**src/rtl/rv_boot_pkg.sv**
```systemverilog
// Shared definitions for the instruction-memory boot loader and the benches that drive it.
package rv_boot_pkg;

  localparam int XLEN = 32;

  // Canonical RV32I NOP (addi x0, x0, 0), used to pad programs.
  localparam logic [XLEN-1:0] RV_NOP = 32'h0000_0013;

  typedef enum logic [2:0] {
    IDLE = 3'd0,
    LOAD = 3'd1,
    HOLD = 3'd2,
    RUN  = 3'd3,
    ERR  = 3'd4
  } state_t;

endpackage

```
**src/rtl/boot_hold_timer.sv**
```systemverilog
// Loadable down-counter that times how long the core stays in reset after a load.
module boot_hold_timer #(
  parameter int HOLD = 4,
  parameter int W    = $clog2(HOLD + 1)
) (
  input  logic clk,
  input  logic rst,
  input  logic load_i,
  input  logic dec_i,
  output logic zero_o,
  output logic last_o
);

  logic [W-1:0] cnt_q;
  logic [W-1:0] cnt_d;

  always_comb begin
    cnt_d = cnt_q;
    if (load_i) begin
      cnt_d = W'(HOLD);
    end else if (dec_i && (cnt_q != '0)) begin
      cnt_d = cnt_q - 1'b1;
    end
  end

  always_ff @(posedge clk or posedge rst) begin
    if (rst) begin
      cnt_q <= '0;
    end else begin
      cnt_q <= cnt_d;
    end
  end

  assign zero_o = (cnt_q == '0);
  // High on the cycle whose closing edge takes the count to zero.
  assign last_o = (cnt_q == W'(1));

endmodule

```
**src/rtl/imem_boot_loader.sv**
```systemverilog
// Streams a program into instruction memory from word 0, holds the core in reset
// while loading plus a settle time, then releases it to fetch from PC 0.
module imem_boot_loader
  import rv_boot_pkg::*;
#(
  parameter int DEPTH      = 64,
  parameter int ADDR_W     = $clog2(DEPTH),
  parameter int RESET_HOLD = 4
) (
  input  logic              clk,
  input  logic              rst,
  input  logic              start,
  input  logic              ld_valid,
  output logic              ld_ready,
  input  logic [XLEN-1:0]   ld_data,
  input  logic              ld_last,
  output logic              imem_we,
  output logic [ADDR_W-1:0] imem_waddr,
  output logic [XLEN-1:0]   imem_wdata,
  output logic              core_rst,
  output logic              done,
  output logic              err_overflow,
  output logic [ADDR_W:0]   word_count,
  output state_t            dbg_state
);

  localparam int CNT_W = ADDR_W + 1;

  state_t              state_q, state_d;
  logic                ld_ready_q, ld_ready_d;
  logic                core_rst_q, core_rst_d;
  logic                done_q, done_d;
  logic                err_q, err_d;
  logic [CNT_W-1:0]    word_count_q, word_count_d;
  logic                imem_we_q, imem_we_d;
  logic [ADDR_W-1:0]   imem_waddr_q, imem_waddr_d;
  logic [XLEN-1:0]     imem_wdata_q, imem_wdata_d;

  logic hs;
  logic hold_zero;
  logic hold_last;
  logic hold_active;

  // Loader handshake: a word transfers on a rising edge where ld_valid and ld_ready
  // are both high; ld_data/ld_last are only meaningful in that cycle, and ld_ready
  // is a registered output so the loader may look at it without a combinational path.
  assign hs          = ld_valid & ld_ready_q;
  assign hold_active = (state_q == HOLD);

  boot_hold_timer #(
    .HOLD (RESET_HOLD)
  ) u_hold_timer (
    .clk    (clk),
    .rst    (rst),
    .load_i (hs & ld_last),
    .dec_i  (hold_active),
    .zero_o (hold_zero),
    .last_o (hold_last)
  );

  always_ff @(posedge clk or posedge rst) begin
    if (rst) begin
      state_q <= IDLE;
    end else begin
      state_q <= state_d;
    end
  end

  always_comb begin
    state_d = state_q;
    unique case (state_q)
      IDLE: if (start) state_d = LOAD;
      LOAD: begin
        if (hs) begin
          if (ld_last) begin
            state_d = HOLD;
          end else if (word_count_q == CNT_W'(DEPTH - 1)) begin
            state_d = ERR;
          end
        end
      end
      HOLD: if (hold_last || hold_zero) state_d = RUN;
      RUN:  if (start) state_d = LOAD;
      ERR:  if (start) state_d = LOAD;
      default: state_d = IDLE;
    endcase
  end

  // Every output is registered, so each one is derived from the state being entered.
  always_comb begin
    ld_ready_d   = (state_d == LOAD);
    core_rst_d   = (state_d != RUN);
    done_d       = (state_d == RUN);

    err_d = err_q;
    if ((state_q == LOAD) && (state_d == ERR)) begin
      err_d = 1'b1;
    end else if ((state_q == ERR) && (state_d == LOAD)) begin
      err_d = 1'b0;
    end

    word_count_d = word_count_q;
    if (hs) begin
      word_count_d = word_count_q + 1'b1;
    end else if ((state_q != LOAD) && (state_d == LOAD)) begin
      word_count_d = '0;
    end

    // The write trails its accept by one edge; address is the pre-increment count.
    imem_we_d    = hs;
    imem_waddr_d = hs ? word_count_q[ADDR_W-1:0] : imem_waddr_q;
    imem_wdata_d = hs ? ld_data : imem_wdata_q;
  end

  always_ff @(posedge clk or posedge rst) begin
    if (rst) begin
      ld_ready_q   <= 1'b0;
      core_rst_q   <= 1'b1;
      done_q       <= 1'b0;
      err_q        <= 1'b0;
      word_count_q <= '0;
      imem_we_q    <= 1'b0;
      imem_waddr_q <= '0;
      imem_wdata_q <= '0;
    end else begin
      ld_ready_q   <= ld_ready_d;
      core_rst_q   <= core_rst_d;
      done_q       <= done_d;
      err_q        <= err_d;
      word_count_q <= word_count_d;
      imem_we_q    <= imem_we_d;
      imem_waddr_q <= imem_waddr_d;
      imem_wdata_q <= imem_wdata_d;
    end
  end

  assign ld_ready     = ld_ready_q;
  assign core_rst     = core_rst_q;
  assign done         = done_q;
  assign err_overflow = err_q;
  assign word_count   = word_count_q;
  assign imem_we      = imem_we_q;
  assign imem_waddr   = imem_waddr_q;
  assign imem_wdata   = imem_wdata_q;
  assign dbg_state    = state_q;

endmodule

```
**config.mk**
```make
export PLATFORM = sky130hd
export DESIGN_NAME = imem_boot_loader
export DESIGN_NICKNAME = d
export VERILOG_FILES = /design/src/rtl/rv_boot_pkg.sv /design/src/rtl/boot_hold_timer.sv /design/src/rtl/imem_boot_loader.sv
export SDC_FILE = /design/constraint.sdc
export NUM_CORES = 1
export LEC_CHECK = 0
export CORE_AREA = 2 2 74 76
export DETAILED_ROUTE_END_ITERATION = 8
export DIE_AREA = 0 0 76 78
export PLACE_DENSITY_LB_ADDON = 0.15
export SETUP_SLACK_MARGIN = 0.3
export SLEW_MARGIN = 25
export SYNTH_ARGS = -nofsm -noshare
export SYNTH_HDL_FRONTEND = slang
export SYNTH_SLANG_ARGS = --single-unit
export TNS_END_PERCENT = 5
```
**constraint.sdc**
```tcl
create_clock -name clk -period 3.45 [get_ports clk]
set_input_delay 0.69 -clock clk [delete_from_list [all_inputs] [get_ports clk]]
set_output_delay 0.69 -clock clk [all_outputs]
set_load 0.005 [all_outputs]
```
==> impl_metrics.yaml <==
detailed_routing:
  viasPerCell: 4.673
  drt-total-wl_um: 5153
  drc_errors: 0
  wl_per_cell_um: 12.57
  ant_nets: 0
  drtIter0Drc: 169
  vias: 1916
  first_pass_iters: 4
clocking:
  clkSlewWorstSetupHoldPaths_ns: 0.09
  cts_resized: 0
  clk_latency_ns: 0.31
  cts_tree: "built"
  cts.sinks: 56
  cts_buffer_depth: 2
  numCtsBuffers: 5
  htreeDepth: 2
  cts-hold-fix-buffers: 0
  cts_root_buffer: "clkbuf_8"
  postCtsSetupBuffers: 0
sta:
  layout_setup_ws_ns: 1.350
  fin_crit_sh_pct: 60.87
  skew_ns: 0.007349
  maxSlewHeadroom_pct: 71.06
  rsz0062_at_grt: "false"
  finalSetupTns_ns: 0
  setup_viol: 0
  hold_viol_final: 0
  tightest_slew_ns: 0.4341
  fmax_ghz: 0.4762
  maxSlewViolCount: 0
  fin_hold_ws_ns: 0.4770
  min_period_ns: 2.100
logic_synthesis:
  ys_seq_area_share_pct: 59.95
  synth.mux.area_fraction_pct: 0
  synthDistinctLibCells: 35
  avgSynthCellArea_um2: 9.397
  synth-xor-area-share_pct: 1.123
  syn_inst: 249
  synthTopCellsByArea: "dfrtp_1 (59%), nand2_1 (19%), ha_1 (2.1%)"
  synth_largest_area_cell: "dfrtp_1"
  syn-num-nets: 290
  synthSimpleGateAreaFrac_pct: 26.84
  synth_edf_count: 0
  async_flop_share_pct: 100.0
  synth-adder-area-share_pct: 2.139
  synth-compound-area-share_pct: 7.059
  yosysWarningCount: 0
  synth_top_family_by_area: "simple AND/OR/NAND/NOR gates"
  synth_flop_cell: "dfrtp_1"
  synth_top_cell_area_share_pct: 58.82
  ys_ff_latch: 56
  syn_area_um2: 2340
critical_path:
  path_buf_inv: 1
  cp_slowest_stage_delay_ns: 0.57
  crit_path_max_fanout: 10
  cp_cell_sequence: "clkdlybuf4s50_1"
  crit_slowest_cell: "clkdlybuf4s50_1"
  cp-end-kind: "primary output"
  worstPathArrival_ns: 1.41
  critPathLaunchType: "flop"
  crit_type: "flop to primary output"
  crit_family: "buffers and inverters"
  required_ns: 2.76
finish:
  layoutNonFillerInstCount: 410
  antenna_cells: 0
  area_growth_syn_to_layout_pct: 46.31
  nNetsFinal: 380
  seq_area_um2: 1403
  fillers: 417
  layout-drive-gt1-share_pct: 6.471
  fin_util_pct: 67.89
  multi_input_area_um2: 869.6
  finalInstanceArea_um2: 3423
place:
  place_area_um2: 3312
  place.gp.congestion: 0.7940
  place_hpwl_um: 3609
  pre_cts_ws_ns: 1.248
  dpl.cell_count: 402
  port_buffers: 89
global_routing:
  grt_pass1_wl_um: 8618
  grt_pass1_vias: 1855
  grt_overflow: 0
  grt_usage_pct: 18.24
  grt_max_degree: 57
  antenna_found_initial: 0
power_and_ir_drop:
  peakVddDrop_mv: 0.3658
  powerDensity_nw_per_um2: 764.4
  leakage_nw: 1.620
  power_mw: 2.617
worst_hold_path:
  min_path_type: "flop to flop"
floorplanning:
  floorplan.die_area_um2: 5928
  die_x_um: 76
  core_area_um2: 5042
  rows: 26
  io_pins: 90
  die_h_um: 78
  start_util_pct: 46.40
run_status:
  status: "finished, final reports clean"
flow_run:
  cap_violations: 0
-- cells in the final DEF (no fill, tap or decap), types with 2 or more instances in the layout --
cell and count:
nand2_1 120, clkdlybuf4s50_1 89, dfrtp_1 55, nor2_1 8, o21ai_1 6, a21oi_1 6
inv_1 5, clkbuf_8 5, ha_1 4, o21ai_0 3, nand3_1 3, a31oi_1 3
and3_1 3, inv_2 2, xor2_1 2, buf_4 2
-- final timing paths --
path,startpoint,endpoint,slack (ns),cells past startpoint
max,dbg_state[0],dbg_state[0],1.35,1
min,imem_wdata[25],imem_wdata[25],0.48,2
max reg2reg,word_count[0],ld_ready,1.80,5
min reg2reg,imem_wdata[25],imem_wdata[25],0.48,2
max in group asynchronous,rst,core_rst,2.42,3
min in group asynchronous,rst,u_hold_timer.cnt_q[1],0.75,3
-- kinds of logic after synthesis --
kind of cell	Yosys count
AO/OA/AOI/OAI	24
XOR/XNOR	3
adder cells (fa/ha/maj)	4
buffers and inverters	16
flip-flops	56
AND/OR/NAND/NOR	146
-- cells in the mapped netlist, types with 2 or more instances --
library cell	count
inv_1	6
a21oi_1	6
nor2_1	8
ha_1	4
a31oi_1	3
clkbuf_1	8
nand2_1	120
xor2_1	2
dfrtp_1	55
and3_1	3
o21ai_0	3
nand3_1	3
o21ai_1	6
-- cell type report --
cell class / count / area share, %
sequential: 56 / 40.97
timing repair buffer: 92 / 27.05
multi-input combinational: 177 / 25.40
tap: 70 / 2.558
clock buffer: 5 / 2.010
clock inverter: 3 / 1.243
inverter: 7 / 0.7675
-- worst register-to-register path, stage by stage (launching register included) --
cell      delay, ns
dfrtp_1        0.47
ha_1           0.22
nand3_1        0.18
nor4_4         0.32
o311ai_4       0.17
and2b_1        0.18
-- sequential cells by signal, summed over array words and instances (netlist names) --
name                cells
done                    1
imem_waddr              6
u_hold_timer.cnt_q      3
word_count              7
core_rst                1
imem_wdata             32
err_overflow            1
imem_we                 1
ld_ready                1
dbg_state               3
-- power by group --
part,total [mW],switching (mW),internal [mW]
combinational,1.10,0.460,0.641
sequential,1.10,0.180,0.916
clock,0.420,0.205,0.215
-- per-layer routing --
layer / vias up / GRT usage (%) / part of all wire (%) / wire length [µm]
met4: 0 / 7.818 / 1.8 / 94
met1: 874 / 21.97 / 43 / 2197
li1: 969 / - / - / -
met2: 64 / 30.63 / 48 / 2451
met5: - / 0 / 0 / 0
met3: 9 / 5.465 / 8.0 / 410
Note: power is estimated with default switching activity, not from simulation.
